`config.mk`:
```
export PLATFORM = sky130hd
export DESIGN_NAME = uart_transmitter
export DESIGN_NICKNAME = d
export VERILOG_FILES = /design/src/rtl/uart_transmitter.sv
export SDC_FILE = /design/constraint.sdc
export NUM_CORES = 1
export LEC_CHECK = 0
export CORE_MARGIN = 2
export CORE_UTILIZATION = 38
export CTS_CLUSTER_SIZE = 10
export DETAILED_ROUTE_END_ITERATION = 16
export PLACE_DENSITY = 0.56
export SYNTH_ARGS = -nofsm -noshare
export SYNTH_HDL_FRONTEND = slang
export SYNTH_SLANG_ARGS = --single-unit
```
`constraint.sdc`:
```
create_clock -name clk -period 3.2 [get_ports clk]
set_input_delay 0.48 -clock clk [delete_from_list [all_inputs] [get_ports clk]]
set_output_delay 0.48 -clock clk [all_outputs]
set_load 0.005 [all_outputs]
```
`src/rtl/uart_transmitter.sv`:
```
// -----------------------------------------------------------------------------
// uart_transmitter
//
// Serialises one parallel word per accepted request into an asynchronous UART
// frame: one start bit (0), WIDTH data bits LSB first, an optional parity bit,
// and one stop bit (1). Every serial bit is held for CLKS_PER_BIT clk cycles.
// All outputs come straight from flops.
//
// Parameters
//   WIDTH         data bits per frame (5..9)
//   CLKS_PER_BIT  clk cycles per serial bit (>= 2)
//   PARITY_EN     1 = append a parity bit after the data, 0 = no parity bit
//   PARITY_ODD    0 = even parity, 1 = odd parity (ignored when PARITY_EN = 0)
//
// Ports
//   clk      system clock
//   arst_n   asynchronous reset, active-low
//   rst      synchronous reset, active-high, overrides every other input
//   tx_en    enable; gates acceptance of start only, never aborts a frame
//   start    send request, sampled only while idle
//   data_in  word to send, captured on the accepting edge
//   tx_out   serial line, idles high
//   busy     high while a frame is in progress
//   done     one-cycle pulse after the stop bit completes
// -----------------------------------------------------------------------------
module uart_transmitter #(
    parameter int WIDTH        = 8,
    parameter int CLKS_PER_BIT = 16,
    parameter int PARITY_EN    = 1,
    parameter int PARITY_ODD   = 0
) (
    input  logic             clk,
    input  logic             arst_n,
    input  logic             rst,
    input  logic             tx_en,
    input  logic             start,
    input  logic [WIDTH-1:0] data_in,
    output logic             tx_out,
    output logic             busy,
    output logic             done
);

    localparam int CNT_W = (CLKS_PER_BIT > 1) ? $clog2(CLKS_PER_BIT) : 1;
    localparam int BIT_W = (WIDTH > 1) ? $clog2(WIDTH) : 1;

    localparam logic [CNT_W-1:0] CNT_LAST    = CNT_W'(CLKS_PER_BIT - 1);
    localparam logic [BIT_W-1:0] BIT_LAST    = BIT_W'(WIDTH - 1);
    localparam logic             PAR_ODD_BIT = (PARITY_ODD != 0);
    localparam logic             HAS_PARITY  = (PARITY_EN != 0);

    typedef enum logic [2:0] {
        S_IDLE,
        S_START,
        S_DATA,
        S_PARITY,
        S_STOP
    } state_e;

    state_e             state_q, state_d;
    logic [CNT_W-1:0]   cnt_q, cnt_d;       // cycles spent in the current bit
    logic [BIT_W-1:0]   bit_q, bit_d;       // index of the data bit on the line
    logic [WIDTH-1:0]   shift_q, shift_d;   // data word, shifted right per bit
    logic               par_q, par_d;       // parity bit, computed at acceptance
    logic               tx_q, tx_d;
    logic               busy_q, busy_d;
    logic               done_q, done_d;
    logic               bit_end;

    // Last cycle of the current serial bit: the next edge is a bit boundary.
    assign bit_end = (cnt_q == CNT_LAST);

    // Next-state logic. Output registers are loaded with the value the line
    // must carry after the edge, so tx_out only moves on bit boundaries.
    always_comb begin
        // NOTE: every variable gets a default before any branch; a path that
        // leaves one unassigned would infer a latch.
        state_d = state_q;
        cnt_d   = cnt_q;
        bit_d   = bit_q;
        shift_d = shift_q;
        par_d   = par_q;
        tx_d    = tx_q;
        busy_d  = busy_q;
        done_d  = 1'b0;

        if (state_q != S_IDLE) begin
            cnt_d = bit_end ? '0 : cnt_q + 1'b1;
        end

        unique case (state_q)
            S_IDLE: begin
                tx_d   = 1'b1;
                busy_d = 1'b0;
                if (tx_en && start) begin
                    state_d = S_START;
                    shift_d = data_in;
                    par_d   = (^data_in) ^ PAR_ODD_BIT;
                    cnt_d   = '0;
                    tx_d    = 1'b0;
                    busy_d  = 1'b1;
                end
            end

            S_START: begin
                if (bit_end) begin
                    state_d = S_DATA;
                    bit_d   = '0;
                    tx_d    = shift_q[0];
                end
            end

            S_DATA: begin
                if (bit_end) begin
                    if (bit_q == BIT_LAST) begin
                        if (HAS_PARITY) begin
                            state_d = S_PARITY;
                            tx_d    = par_q;
                        end else begin
                            state_d = S_STOP;
                            tx_d    = 1'b1;
                        end
                    end else begin
                        // Bit 0 of the shifter is on the line now; bit 1 is next.
                        bit_d   = bit_q + 1'b1;
                        shift_d = shift_q >> 1;
                        tx_d    = shift_q[1];
                    end
                end
            end

            S_PARITY: begin
                if (bit_end) begin
                    state_d = S_STOP;
                    tx_d    = 1'b1;
                end
            end

            S_STOP: begin
                if (bit_end) begin
                    state_d = S_IDLE;
                    busy_d  = 1'b0;
                    done_d  = 1'b1;
                end
            end

            default: begin
                state_d = S_IDLE;
                cnt_d   = '0;
                tx_d    = 1'b1;
                busy_d  = 1'b0;
            end
        endcase

        // Synchronous reset aborts any frame and drops a coincident start.
        if (rst) begin
            state_d = S_IDLE;
            cnt_d   = '0;
            bit_d   = '0;
            shift_d = '0;
            par_d   = 1'b0;
            tx_d    = 1'b1;
            busy_d  = 1'b0;
            done_d  = 1'b0;
        end
    end

    // NOTE: state flops use non-blocking assignments so every register
    // samples the pre-edge values regardless of statement order.
    always_ff @(posedge clk or negedge arst_n) begin
        if (!arst_n) begin
            state_q <= S_IDLE;
            cnt_q   <= '0;
            bit_q   <= '0;
            // NOTE: the shift register is a plain register, not a memory, so
            // clearing it on reset is cheap and keeps the frame deterministic.
            shift_q <= '0;
            par_q   <= 1'b0;
            tx_q    <= 1'b1;
            busy_q  <= 1'b0;
            done_q  <= 1'b0;
        end else begin
            state_q <= state_d;
            cnt_q   <= cnt_d;
            bit_q   <= bit_d;
            shift_q <= shift_d;
            par_q   <= par_d;
            tx_q    <= tx_d;
            busy_q  <= busy_d;
            done_q  <= done_d;
        end
    end

    assign tx_out = tx_q;
    assign busy   = busy_q;
    assign done   = done_q;

endmodule

```
==> summary.txt, run 1 <==
number of global-route vias before repair - 1,091
routability cong. - 0.8435
Yosys top cell area share - 39.66%
core area - 3337 um2
RSZ-0062 raised after global routing - false
CTS Buffer Depth - 2
worst-path cell chain - ha_1 > ha_1 > nand4b_2 > a2111oi_4 > nor2_1 > a311oi_2
Cell variety after synth - 36
Post-Layout Cell Count - 202
worst ir drop on vdd - 0.0002371 V
Hold Path Cell Cnt - 2
TritonCTS Sinks - 22
Slew Viols, Final - 0
Primary FF master, synth - dfrtp_1
IO Pins - 16
Final Critical Period - 2421 ps
post-synthesis area per instance - 9.138 um2
Post-synth EDFFs - 0
slowest CP cell - a2111oi_4
cell area after synthesis - 1325 um2
# resized after CTS - 0
Final nets - 173
DRC violations left - 0
antenna violations before repair - 0
Seq/Total Area, Yosys - 41.64%
period utilisation layout - 75.65%
max_slew headroom - 34.59%
DRT Pass-1 Iters - 4
path type of the worst setup path - register to register
clock skew - 5.771 ps
htree depth - 1
status - complete, no violations
routed vias - 1,105
cell taking the most area after synthesis - dfrtp_1
Synth warnings - 0
Slew @ Worst Pin - 978.0 ps
Top cell by count, worst path - ha_1
Crit. Startpoint - bit_q[0]
worst hold path type - register to register
Final Hold Vio Count - 0
post-detailed-routing wire length - 2769 um
DR vias/cell - 5.470
CP startpoint kind - register
cell depth of the worst setup path - 6
Die Y - 63.05 um
Cells after DPL - 198
critical path arrival - 2640 ps
clk root buf - clkbuf_4
CP top delay family - compound AO/OA/AOI/OAI gates
Hold Slack - 517.9 ps
antenna cell count - 0
PortBufs - 15
CTS tree - yes
First DRT Iteration DRCs - 107
Async S/R FF share, synth - 100.0%
R2R setup slack - 780 ps
DRT antenna net count - 0
row count - 21
Worst setup EP type - register
Synth area leaders - dfrtp_1 (40%), xnor2_1 (5.3%), nand2_1 (4.8%)
FF+latch count, synth - 22
P per Cell Area - 355.6 nW/um2
wire length per cell - 13.71 um
CTS Hold Bufs - 0
gr usage total - 15.30%
P_leak - 0.6153 nW
Reg-to-Reg End - shift_q[6]
Area Overhead vs Synth - 15.96%
grt total ovfl - 0
post-CTS setup buffer count - 0
worst reg-to-reg path cell count - 6
die area - 3975 um2
Max stage delay on crit path - 850 ps
hpwl dp - 1963 um
Syn Nets - 161
total power - 0.0005464 W
largest net degree at the start of global routing - 24
setup_tns - 0 ps
CTS Buf Count - 3
Setup crit end - shift_q[6]
layout cells sized above 1 - 10.26%
CP Max Fanout - 16
max_cap viols - 0
Die W - 63.05 um
clock slew at reported path FFs - 130 ps
clk_lat worst skew - 310 ps
Syn Inst Count - 145
first-pass GRT wire length - 4912 um
Crit path required time - 3420 ps
CP Buf/Inv Count - 0
Setup violations, final - 0
Starting Density - 39.71%
fmax - 0.4131 GHz
RR Startpoint - bit_q[0]
[cell usage after synthesis (2+ instances only)]
cell       n
dfrtp_1   21
nand2_1   17
nor2_1    16
o21ai_0   11
xnor2_1    8
a21oi_1    7
clkbuf_1   6
nor3_1     6
a311oi_1   5
nand3_1    5
ha_1       3
mux2_2     3
nand2b_1   3
a21o_1     2
a311oi_2   2
a31oi_1    2
a32oi_1    2
buf_2      2
inv_1      2
mux2i_1    2
nand4_1    2
nand4b_1   2
o22ai_1    2
or2_2      2
[report_power, final]
part	total [W]	internal (W)	switching [W]	leakage, nW
Combinational	0.0000911	0.0000461	0.0000449	0.297
Sequential	0.000300	0.000290	0.00000955	0.297
Clock	0.000156	0.0000694	0.0000863	0.0210
Total	0.000546	0.000406	0.000141	0.615
[worst min-delay path by stage]
| stage | end | startpoint |
|---|---|---|
| 2_1_floorplan | bit_q[0] | arst_n |
| 3_3_place_gp | tx_out | tx_out |
| 3_5_place_dp | tx_out | tx_out |
| 4_1_cts | tx_out | tx_out |
| 5_1_grt | tx_out | tx_out |
| 6_report | tx_out | tx_out |
[layer usage]
metal | wire (um) | up-vias | track usage [%]
met1 | 1284 | 519 | 19.12
li1 | - | 551 | -
met2 | 1305 | 31 | 26.33
met3 | 140 | 4 | 3.929
met4 | 38 | 0 | 3.611
met5 | 0 | - | 0
[kinds of logic (layout without fill, tap and decap cells)]
| logic type | after synthesis | count (layout) | synth area share, % |
|---|---|---|---|
| AO/OA/AOI/OAI | 36 | 36 | 20.02 |
| adder cells (fa/ha/maj) | 3 | 3 | 2.833 |
| flip-flops | 22 | 22 | 41.64 |
| buffers and inverters | 12 | 23 | 4.155 |
| multiplexers | 5 | 5 | 4.060 |
| AND/OR/NAND/NOR | 58 | 58 | 21.34 |
| XOR/XNOR | 9 | 9 | 5.949 |
[stage by stage]
stage,cell area [um2],utilization (%),setup WS [ps]
CTS,1536,46.04,754.4
finish,1536,46.04,779.2
global route,1536,46.04,604.5
detailed placement,1500,44.96,759.3
floorplan,1325,-,1177
global placement,1500,44.96,822.1
[flip-flops by register name, indices dropped and copies added (netlist names)]
| signal | flops |
|---|---|
| cnt_q | 4 |
| done | 1 |
| shift_q | 8 |
| busy | 1 |
| bit_q | 3 |
| state_q | 3 |
| par_q | 1 |
| tx_out | 1 |
[tightest hold or removal path, cell delays in order, from the launching register on]
cell     delay [ps]
dfstp_2         390
nor2_1           70
a32oi_1          60
[final cells by class]
class                   count  area (um2)
fillers                   333        1800
multi-input cells         111       718.2
flip-flops and latches     22       551.8
repair buffers             17       165.2
well taps                  46       57.56
clock buffers               4       36.28
inverters                   2       7.507
[layout by cell type (no fill, tap or decap)]
cell type        count
a211oi_1             1
a311oi_1             5
a21o_1               2
ha_1                 3
dfstp_2              1
a2111oi_4            1
clkdlybuf4s50_1     15
a211o_1              1
dfrtp_1             21
mux2_2               3
xor2_1               1
o22ai_1              2
nand2b_1             3
nand2_1             17
nand3b_1             1
nor3_1               6
a21oi_1              7
and3_1               1
clkbuf_4             3
or4_1                1
a32oi_1              2
nor2_1              16
xnor2_1              8
nor4_1               1
a31oi_1              2
buf_4                2
clkbuf_8             1
o21ai_0             11
a311oi_2             2
nand3_1              5
inv_1                2
mux2i_1              2
or2_2                2
nand4b_2             1
nand4_1              2
nand4b_1             2
Power figures use the tool's default switching activity.
==> run 2: changes to the inputs <==
==> constraint.sdc (replaced) <==
create_clock -name clk -period 2.5 [get_ports clk]
set_input_delay 0.375 -clock clk [delete_from_list [all_inputs] [get_ports clk]]
set_output_delay 0.375 -clock clk [all_outputs]
set_load 0.005 [all_outputs]
==> run 2 against run 1 <==
  * Hold slack worse by 130 ps
  * Non-clock buffer count is 4 higher
  * Clock skew is 9.3 ps higher
  * Utilization is 1.4 points higher
  * Critical endpoint is now shift_q[2]
  * Largest power group unchanged
  * Highest routed layer unchanged
==> summary.txt, run 2 (synthesis gave the netlist of run 1 again) <==
status - complete, no violations
DR vias/cell - 5.442
Crit. Startpoint - bit_q[0]
routed vias - 1,121
Final Hold Vio Count - 0
Reg with most FFs - shift_q
First DRT Iteration DRCs - 56
fmax - 0.4709 GHz
number of global-route vias before repair - 1,068
Final Cell Area - 1583 um2
RR Startpoint - bit_q[0]
clock skew - 15.11 ps
most common cell after layout, fill and taps aside - dfrtp_1
htree depth - 1
Core Util, Final - 47.43%
critical path arrival - 2340 ps
worst hold path type - input port to async pin
Starting Density - 39.71%
met3 WL - 147 um
P_leak - 0.6419 nW
CP Max Fanout - 16
largest registers - shift_q x8, cnt_q x4
routability cong. - 0.8502
CTS Hold Bufs - 0
total length of routed met2 wires - 1338 um
DRC violations left - 0
period utilisation layout - 84.95%
Die Y - 63.05 um
Die W - 63.05 um
post-CTS setup buffer count - 0
layout cells sized above 1 - 12.50%
DRT Pass-1 Iters - 4
CTS Buf Count - 3
Final nets - 177
DRT antenna net count - 0
# resized after CTS - 0
die area - 3975 um2
gr usage total - 15.62%
max_slew headroom - 67.14%
PortBufs - 15
RSZ-0062 raised after global routing - false
Slew Viols, Final - 0
row count - 21
IO Pins - 16
Area Overhead vs Synth - 19.45%
Final Critical Period - 2124 ps
Slew @ Worst Pin - 491.1 ps
CP startpoint kind - register
worst ir drop on vdd - 0.0003896 V
post-detailed-routing wire length - 2887 um
Worst setup EP type - register
antenna violations before repair - 0
setup_tns - 0 ps
path type of the worst setup path - register to register
CTS tree - yes
Setup violations, final - 0
Placed Area - 1530 um2
TritonCTS Sinks - 22
hpwl dp - 2049 um
max reg flops - 8
most frequent cells in the layout - dfrtp_1 (21), nand2_1 (17), nor2_1 (16)
WL met1 - 1375 um
clock slew at reported path FFs - 140 ps
antenna cell count - 0
largest net degree at the start of global routing - 23
grt total ovfl - 0
max_cap viols - 0
core area - 3337 um2
clk_lat worst skew - 320 ps
wire length per cell - 14.01 um
CTS Buffer Depth - 2
clk root buf - clkbuf_4
Crit path required time - 2720 ps
DR top layer - met4
total power - 0.0007845 W
P per Cell Area - 495.6 nW/um2
Hold Slack - 383.2 ps
Fillers - 347
first-pass GRT wire length - 4988 um
==> run 2: cell count changes in the layout (fill, tap and decap cells not counted) <==
cell / previous run / this run
buf_4: 2 / 6
clkbuf_8: 1 / 0
bufinv_16: 0 / 1
==> run 2: routing by layer <==
metal	vias up	track usage, %
li1	555	-
met1	528	21.57
met2	36	24.73
met3	2	3.571
met4	0	3.889
met5	-	0
==> run 2: cell type report <==
class / count / area [um2] / area share, %
Multi-Input combinational cell: 111 / 718.2 / 45.38
Sequential cell: 22 / 551.8 / 34.86
Timing Repair Buffer: 21 / 195.2 / 12.33
Tap cell: 46 / 57.56 / 3.636
Clock inverter: 1 / 30.03 / 1.897
Clock buffer: 3 / 22.52 / 1.423
Inverter: 2 / 7.507 / 0.4743
==> run 2: worst paths after layout <==
kind / depth (start not counted) / endpoint / slack, ps
worst max-delay path: 7 / shift_q[2] / 380
worst min-delay path: 2 / done / 380
worst max register to register: 7 / shift_q[2] / 380
worst min register to register: 2 / tx_out / 530
max in group asynchronous: 2 / tx_out / 1840
min in group clk: 2 / tx_out / 530
==> run 2: through the flow <==
step / setup slack, ps / instances
2_1_floorplan: 477.0 / 145
3_3_place_gp: 456.2 / 202
3_5_place_dp: 387.9 / 202
4_1_cts: 332.3 / 206
5_1_grt: 212.0 / 206
6_report: 376.3 / 206
==> run 2: report_power, final <==
group	internal, W	switching [W]
Clock	0.000162	0.000120
Sequential	0.000371	0.0000124
Combinational	0.0000612	0.0000575
==> run 2: worst max-delay path, stage by stage (launching register included) <==
cell and delay (ps):
dfrtp_1 420, ha_1 210, ha_1 220, nand4b_2 240, a2111oi_4 360, buf_4 260
nor2_1 60, a311oi_1 270
